[config.mk]
export PLATFORM = sky130hd
export DESIGN_NAME = apb_master_ctrl
export DESIGN_NICKNAME = d
export VERILOG_FILES = /design/src/rtl/apb_master_ctrl.sv
export SDC_FILE = /design/constraint.sdc
export NUM_CORES = 1
export LEC_CHECK = 0
export BUFFER_PORTS_ARGS = -buffer_cell sky130_fd_sc_hd__buf_4
export CAP_MARGIN = 30
export CORE_MARGIN = 2
export CORE_UTILIZATION = 49
export DETAILED_ROUTE_END_ITERATION = 7
export GPL_ROUTABILITY_DRIVEN = 0
export GPL_TIMING_DRIVEN = 0
export PLACE_DENSITY = 0.84
export SYNTH_ARGS = -nofsm -noshare
export SYNTH_HDL_FRONTEND = slang
export SYNTH_SLANG_ARGS = --single-unit
[constraint.sdc]
create_clock -name sys_clk -period 5.2 [get_ports sys_clk]
set_clock_uncertainty 0.05 [all_clocks]
set_input_delay 1.04 -clock sys_clk [delete_from_list [all_inputs] [get_ports sys_clk]]
set_output_delay 1.04 -clock sys_clk [all_outputs]
set_load 0.05 [all_outputs]
[src/rtl/apb_master_ctrl.sv]
// APB4 initiator: turns single-beat command requests into APB transfers with
// wait-state handling, PSLVERR capture and an ACCESS-phase timeout watchdog.
module apb_master_ctrl #(
  parameter int ADDR_W      = 12,
  parameter int DATA_W      = 32,
  parameter int TIMEOUT_CYC = 256
) (
  input  logic                sys_clk,
  input  logic                sys_rst_n,
  input  logic                cmd_valid,
  output logic                cmd_ready,
  input  logic                cmd_write,
  input  logic [ADDR_W-1:0]   cmd_addr,
  input  logic [DATA_W-1:0]   cmd_wdata,
  input  logic [DATA_W/8-1:0] cmd_strb,
  output logic                rsp_valid,
  input  logic                rsp_ready,
  output logic [DATA_W-1:0]   rsp_rdata,
  output logic                rsp_err,
  output logic                rsp_timeout,
  output logic                apb_psel,
  output logic                apb_penable,
  output logic                apb_pwrite,
  output logic [ADDR_W-1:0]   apb_paddr,
  output logic [DATA_W-1:0]   apb_pwdata,
  output logic [DATA_W/8-1:0] apb_pstrb,
  input  logic [DATA_W-1:0]   apb_prdata,
  input  logic                apb_pready,
  input  logic                apb_pslverr
);

  localparam int CNT_W = (TIMEOUT_CYC > 0) ? $clog2(TIMEOUT_CYC + 1) : 1;
  localparam logic [CNT_W-1:0] CNT_LIM = CNT_W'((TIMEOUT_CYC > 0) ? TIMEOUT_CYC - 1 : 0);
  localparam logic [CNT_W-1:0] CNT_MAX = '1;

  typedef enum logic [1:0] {
    S_IDLE,
    S_SETUP,
    S_ACCESS,
    S_RESP
  } state_t;

  state_t                r_state;
  state_t                w_next;
  logic                  r_write;
  logic [ADDR_W-1:0]     r_addr;
  logic [DATA_W-1:0]     r_wdata;
  logic [DATA_W/8-1:0]   r_strb;
  logic [CNT_W-1:0]      r_cnt;
  logic [DATA_W-1:0]     r_rdata;
  logic                  r_err;
  logic                  r_timeout;
  logic                  w_accept;
  logic                  w_done;
  logic                  w_to_hit;

  assign w_accept = cmd_valid && cmd_ready;
  // Completion is only meaningful in ACCESS; pready elsewhere is ignored.
  assign w_done   = (r_state == S_ACCESS) && apb_pready;
  // Abort on the edge where this would be the TIMEOUT_CYC-th wait cycle;
  // a simultaneous pready takes priority via w_done.
  assign w_to_hit = (TIMEOUT_CYC != 0) && (r_state == S_ACCESS) && !apb_pready &&
                    (r_cnt == CNT_LIM);

  always_ff @(posedge sys_clk or negedge sys_rst_n) begin
    if (!sys_rst_n) r_state <= S_IDLE;
    else            r_state <= w_next;
  end

  always_comb begin
    w_next = r_state;
    case (r_state)
      S_IDLE:   if (cmd_valid) w_next = S_SETUP;
      S_SETUP:  w_next = S_ACCESS;
      S_ACCESS: if (w_done || w_to_hit) w_next = S_RESP;
      S_RESP:   if (rsp_ready) w_next = S_IDLE;
      default:  w_next = S_IDLE;
    endcase
  end

  // Command latch: data only, qualified by the state machine, so no reset.
  always_ff @(posedge sys_clk) begin
    if (w_accept) begin
      r_write <= cmd_write;
      r_addr  <= cmd_addr;
      r_wdata <= cmd_wdata;
      r_strb  <= cmd_strb;
    end
  end

  always_ff @(posedge sys_clk or negedge sys_rst_n) begin
    if (!sys_rst_n) begin
      r_cnt     <= '0;
      r_rdata   <= '0;
      r_err     <= 1'b0;
      r_timeout <= 1'b0;
    end else begin
      if (w_accept) begin
        r_cnt <= '0;
      end else if ((r_state == S_ACCESS) && !apb_pready && (r_cnt != CNT_MAX)) begin
        r_cnt <= r_cnt + 1'b1;
      end
      if (w_done) begin
        r_rdata   <= r_write ? '0 : apb_prdata;
        r_err     <= apb_pslverr;
        r_timeout <= 1'b0;
      end else if (w_to_hit) begin
        r_rdata   <= '0;
        r_err     <= 1'b1;
        r_timeout <= 1'b1;
      end
    end
  end

  // cmd_ready is forced low while reset is held, even though state is IDLE.
  assign cmd_ready   = (r_state == S_IDLE) && sys_rst_n;
  assign rsp_valid   = (r_state == S_RESP);
  assign rsp_rdata   = r_rdata;
  assign rsp_err     = r_err;
  assign rsp_timeout = r_timeout;

  assign apb_psel    = (r_state == S_SETUP) || (r_state == S_ACCESS);
  assign apb_penable = (r_state == S_ACCESS);
  assign apb_pwrite  = apb_psel && r_write;
  assign apb_paddr   = apb_psel ? r_addr : '0;
  // Reads drive zero strobes and zero write data.
  assign apb_pwdata  = (apb_psel && r_write) ? r_wdata : '0;
  assign apb_pstrb   = (apb_psel && r_write) ? r_strb  : '0;

endmodule

==> impl_metrics.py, run 1 <==
metrics = {
    "timing": {
        "rsz0062_at_grt": "false",
        "period_needed_ns": 3.071,
        "setup_tns_ns": 0,
        "slew-limit-headroom_pct": 62.46,
        "worst_slew_pin_slew_ns": 0.5631,
        "fmax_mhz": 325.6,
        "final-hold-violation-count": 0,
        "setup_viol": 0,
        "min_period_over_period_pct": 59.05,
        "slew_viol_final": 0,
    },
    "route": {
        "viasPerCell": 5.142,
        "first_pass_iters": 4,
        "postRouteAntennaNets": 0,
        "wirelength_um": 8751,
        "drc": 0,
        "wl_per_cell_um": 16.15,
        "vias": 2787,
        "drtIter0Drc": 158,
    },
    "placed_design": {
        "place_hpwl_um": 6623,
        "numPortBuffers": 173,
    },
    "critical_path": {
        "crit_type": "reg2out",
        "critPathMaxFanout": 10,
        "crit_required_ns": 4.11,
        "cp-end-kind": "output port",
        "crit_path_start_kind": "flop",
        "worstPathArrival_ns": 1.98,
    },
    "yosys": {
        "syn_avg_cell_area_um2": 14.39,
        "synthSimpleGateAreaFrac_pct": 12.85,
        "ys.flop_type": "edfxtp_1",
        "ys_ff_latch": 94,
        "ys_types": 27,
        "synthTopCellsByCount": "49 x edfxtp_1, 45 x dfrtp_1, 37 x and3_1",
        "synth.most_common_cell": "edfxtp_1",
        "yosysWarnings": 0,
        "synth_nets": 346,
        "synthArstFlopShare_pct": 47.87,
        "synth_area_um2": 3641,
        "synth_xor_area_share_pct": 0.2405,
        "synth_top_family_by_area": "simple AND/OR/NAND/NOR gates",
        "synth_edf_count": 49,
        "synth_fa_ha_area_share_pct": 2.062,
        "synthCells": 253,
        "yosys.area.top_type": "edfxtp_1",
        "synth_compound_area_share_pct": 10.72,
        "synth_area_leaders": "edfxtp_1 40%, dfrtp_1 31%, a22o_1 7.7%, and3_1 6.4%, and2_1 2.4%",
        "seq_area_frac_synth_pct": 71.34,
        "synth.area.mux_share_pct": 0.3093,
        "yosys.area.top_type_share_pct": 40.41,
    },
    "clock_network": {
        "cts-resized-gates": 0,
        "ctsHoldBuffers": 0,
        "clk_latency_ns": 0.34,
        "htreeDepth": 3,
        "path_clk_slew_ns": 0.09,
        "root_buffer": "clkbuf_8",
        "cts_sinks": 94,
        "cts_tree": "built",
        "cts_setup_buffers": 0,
        "clock_path_buffers": 2,
        "cts_inserted_buffers": 9,
    },
    "global_routing": {
        "grt_start_max_net_pins": 48,
        "grt_use_total_pct": 21.41,
        "grt_pass1_vias": 2780,
        "grt_util_met1_pct": 25.75,
        "antenna_found_initial": 0,
        "met2_usage_pct": 36.65,
        "top_usage_layer": "met2",
        "grt-ovfl-total": 0,
        "met3_usage_pct": 6.454,
        "grt_pass1_wl_um": 13600,
    },
    "power": {
        "total_power_mw": 3.720,
        "power_density_nw_per_um2": 700.3,
        "vdd_drop_max_v": 0.0004640,
        "p_leak_nw": 2.543,
    },
    "floorplanning": {
        "dieWidth_um": 90.20,
        "core_area_um2": 7214,
        "num_rows": 31,
        "ios": 174,
        "dieArea_um2": 8136,
        "initial_core_util_pct": 50.47,
        "die_y_um": 90.20,
    },
    "cells_and_area": {
        "drive_above_1_share_pct": 43.79,
        "nNetsFinal": 531,
        "fillers": 501,
        "antennaDiodeCount": 0,
        "area_growth_pct": 45.88,
    },
    "status": {
        "status": "finished, final reports clean",
    },
    "run": {
        "drv_cap": 0,
    },
    "hold_path": {
        "hold_class": "reg2reg",
    },
}
through the flow:
stage	cell area, um^2	cells	utilization [%]	setup slack, ns	hold slack [ns]
final	5311	542	73.62	2.129	0.4597
after global routing	5311	542	73.62	1.948	0.4843
after detailed placement	5085	526	70.48	2.142	0.4432
after CTS	5311	542	73.62	2.100	0.4680
after floorplan	3641	253	-	2.000	0.4496
after global placement	5064	525	70.19	0.8188	0.4414
area by class of cell:
class / count / area (um^2) / area share (%)
clock inverter: 4 / 50.05 / 0.9423
buffer: 17 / 72.57 / 1.366
sequential: 94 / 2597 / 48.90
inverter: 5 / 18.77 / 0.3534
tap: 99 / 123.9 / 2.332
timing repair buffer: 174 / 1319 / 24.83
clock buffer: 12 / 176.4 / 3.322
multi-input combinational: 137 / 953.4 / 17.95
registers in the layout (all words and copies together) (netlist names):
register	count
r_write	1
rsp_err	1
r_addr	12
rsp_rdata	32
r_strb	4
rsp_timeout	1
r_state	2
r_wdata	32
r_cnt	9
report_power, final:
part	total (mW)	internal [mW]	switching [mW]
combinational	2.11	0.658	1.45
sequential	1.09	0.982	0.110
clock	0.515	0.278	0.237
logic make-up after synthesis:
family                   after synthesis
AO/OA/AOI/OAI                         51
AND/OR/NAND/NOR                       78
flip-flops                            94
multiplexers                           1
buffers and inverters                 22
XOR/XNOR                               1
adder cells (fa/ha/maj)                6
per-layer routing:
metal	part of all wire, %	vias up
met5	0	-
met4	2.0	0
met3	9.2	15
met2	49	153
met1	40	1303
li1	-	1316
path summary, 6_finish.rpt:
check / cells after the start / endpoint / slack (ns) / start
worst max-delay path: 5 / apb_pwdata[12] / 2.13 / r_state[0]
max in group asynchronous: 1 / r_cnt[7] / 4.08 / sys_rst_n
worst min register to register: 1 / rsp_rdata[23] / 0.46 / rsp_rdata[23]
worst max register to register: 7 / r_cnt[7] / 2.97 / r_cnt[0]
min in group asynchronous: 1 / rsp_rdata[6] / 0.64 / sys_rst_n
worst min-delay path: 1 / rsp_rdata[23] / 0.46 / rsp_rdata[23]
layout by cell type, fill, tap and decap left out, types with 2 or more instances in the layout:
master / netlist / layout
or3_1: 3 / 3
a21oi_1: 10 / 10
nand3_1: 4 / 4
and3_1: 37 / 37
and2_1: 14 / 14
clkbuf_8: 0 / 11
a22o_1: 32 / 32
inv_1: 5 / 5
ha_1: 6 / 6
nand2_1: 5 / 5
o31ai_1: 3 / 3
clkbuf_1: 16 / 15
dfrtp_1: 45 / 45
edfxtp_1: 49 / 49
nor2b_1: 2 / 2
o21ai_0: 3 / 3
nor2_1: 5 / 5
or4_1: 3 / 3
nor3b_1: 2 / 2
buf_4: 0 / 173
worst max-delay path: stages (launching register included):
cell      delay (ns)
dfrtp_1         0.37
inv_1           0.07
ha_1            0.43
clkbuf_1        0.34
and3_1          0.22
buf_4           0.20
Power figures use the tool's default switching activity.
==> run 2: changes to the inputs <==
CORE_UTILIZATION = 46   (was 49)
PLACE_DENSITY = 0.8   (was 0.84)
clock period = 2.95 ns   (was 5.2 ns; I/O delays follow)
==> run 2 against run 1 <==
Against the previous run:
- sequential share of layout area up 0.37 points
- final area is 0.75% lower
- largest power group unchanged
- critical path type unchanged
- routed wire length shrank 2.4%
- global-route usage fell by 1.4 points
- sequential power increased by 77%
- die area up 6.2%
- non-clock buffer count unchanged
- clock power is 51% higher
- critical path depth unchanged
- final cell count is 0.55% higher
- critical endpoint is now apb_pwdata[4]
- count of clock-buffer cells in the layout down 3
==> impl_metrics.py, run 2 (same netlist as run 1, synthesis figures left out) <==
metrics = {
    "cells_and_area": {
        "final_core_util_pct": 68.57,
        "nNetsFinal": 531,
        "antennaDiodeCount": 0,
        "drive_above_1_share_pct": 43.79,
        "layout_commonest_cell": "buf_4",
        "multi_input_area_um2": 953.4,
        "fillers": 563,
        "seq_area_um2": 2597,
        "layoutNonFillerInstCount": 545,
        "area_growth_pct": 44.78,
        "final_cell_mix": "173 x buf_4, 49 x edfxtp_1, 45 x dfrtp_1",
    },
    "floorplanning": {
        "ios": 174,
        "initial_core_util_pct": 47.36,
        "core_area_um2": 7687,
        "num_rows": 32,
        "dieWidth_um": 92.97,
        "dieArea_um2": 8642,
        "die_y_um": 92.97,
    },
    "hold_path": {
        "hold_class": "in2async",
    },
    "clock_network": {
        "cts_inserted_buffers": 9,
        "cts_tree": "built",
        "clk_latency_ns": 0.34,
        "path_clk_slew_ns": 0.09,
        "root_buffer": "clkbuf_8",
        "cts_setup_buffers": 0,
        "cts-resized-gates": 0,
        "cts_sinks": 94,
        "ctsHoldBuffers": 0,
        "clock_path_buffers": 2,
        "htreeDepth": 3,
    },
    "route": {
        "vias": 2756,
        "postRouteAntennaNets": 0,
        "wirelength_um": 8538,
        "first_pass_iters": 6,
        "viasPerCell": 5.057,
        "wl_per_cell_um": 15.67,
        "drc": 0,
        "drtIter0Drc": 186,
    },
    "timing": {
        "min_period_over_period_pct": 89.78,
        "rsz0062_at_grt": "false",
        "hold_slack_ns": 0.1762,
        "period_needed_ns": 2.649,
        "fmax_mhz": 377.6,
        "final-hold-violation-count": 0,
        "setup_viol": 0,
        "slew_viol_final": 0,
        "worst_slew_pin_slew_ns": 0.6471,
        "slew-limit-headroom_pct": 56.86,
    },
    "placed_design": {
        "numPortBuffers": 173,
        "dp_cells": 529,
        "place_hpwl_um": 6349,
    },
    "power": {
        "p_leak_nw": 2.517,
        "vdd_drop_max_v": 0.0008026,
        "p_sw_mw": 3.220,
        "p_int_mw": 3.208,
        "seq_power_share_pct": 30.0,
        "sw_frac_of_total_pct": 50.10,
        "power_density_nw_per_um2": 1219,
        "clkPwrFrac_pct": 12.1,
        "p_comb_share_pct": 57.9,
    },
    "critical_path": {
        "cp-startpoint": "r_state[0]",
        "r2r-start": "r_cnt[0]",
        "crit_type": "reg2out",
        "worstPathArrival_ns": 2.01,
        "rrSetupSlack_ns": 0.78,
        "critPathMaxFanout": 10,
        "crit_path_start_kind": "flop",
        "timing.rr.end": "r_cnt[7]",
        "crit_required_ns": 2.31,
        "cp-end-kind": "output port",
        "r2r_cells": 7,
    },
    "global_routing": {
        "grt-ovfl-total": 0,
        "grt_start_max_net_pins": 48,
        "grt_pass1_vias": 2761,
        "antenna_found_initial": 0,
        "grt_pass1_wl_um": 13450,
        "grt_use_total_pct": 19.97,
    },
    "run": {
        "drv_cap": 0,
    },
    "status": {
        "status": "finished, final reports clean",
    },
}
-- run 2: cell count changes in the layout (fill, tap and decap cells not counted), sizes merged --
cell,previous run,this run
clkinvlp,0,1
inv,6,7
bufinv,1,0
clkbuf,28,25
clkinv,2,4
-- run 2: per-layer routing --
layer  global-route usage (%)  routed length, um  up-vias
li1                         -                  -     1317
met2                    32.79               4159      139
met5                        0                  0        -
met3                    6.103                829        8
met4                    7.353                118        0
met1                    25.06               3430     1292
-- run 2: power groups by stage --
stage          Sequential (mW)  Combinational [mW]  Clock [mW]
3_3_place_gp              1.95                3.69           0
3_5_place_dp              1.93                3.76           0
4_1_cts                   1.93                3.75       0.800
5_1_grt                   1.97                3.91       0.859
6_report                  1.93                3.72       0.776
2_1_floorplan             2.71                1.81           0
-- run 2: worst max-delay path by stage --
stage | cells after the start | to | slack [ns]
3_3_place_gp | 3 | r_wdata[21] | -0.96
2_1_floorplan | 4 | r_addr[0] | 0.15
4_1_cts | 5 | apb_pwdata[4] | 0.26
6_report | 5 | apb_pwdata[4] | 0.30
5_1_grt | 5 | apb_pwdata[2] | 0.09
3_5_place_dp | 4 | r_wdata[13] | 0.41
-- run 2: worst max-delay path: stages, from the launching register on --
cell and delay, ns:
dfrtp_1 0.38, inv_1 0.07, ha_1 0.45, clkbuf_1 0.35, and3_1 0.22, buf_4 0.20
-- run 2: final cells by class --
class,instances,share of cell area (%)
Inverter,5,0.3560
Tap cell,102,2.421
Timing Repair Buffer,174,25.02
Buffer,17,1.377
Clock buffer,9,2.350
Multi-Input combinational cell,137,18.09
Sequential cell,94,49.28
Clock inverter,7,1.116
-- run 2: stage by stage --
step | power (mW) | setup WS (ns) | instance area, um^2 | setup TNS (ns)
global placement | 5.639 | -0.9589 | 5067 | -54.17
detailed placement | 5.689 | 0.4096 | 5089 | 0
global route | 6.742 | 0.08809 | 5271 | 0
CTS | 6.475 | 0.2623 | 5271 | 0
floorplan | 4.519 | 0.1501 | 3641 | 0
finish | 6.428 | 0.3015 | 5271 | 0
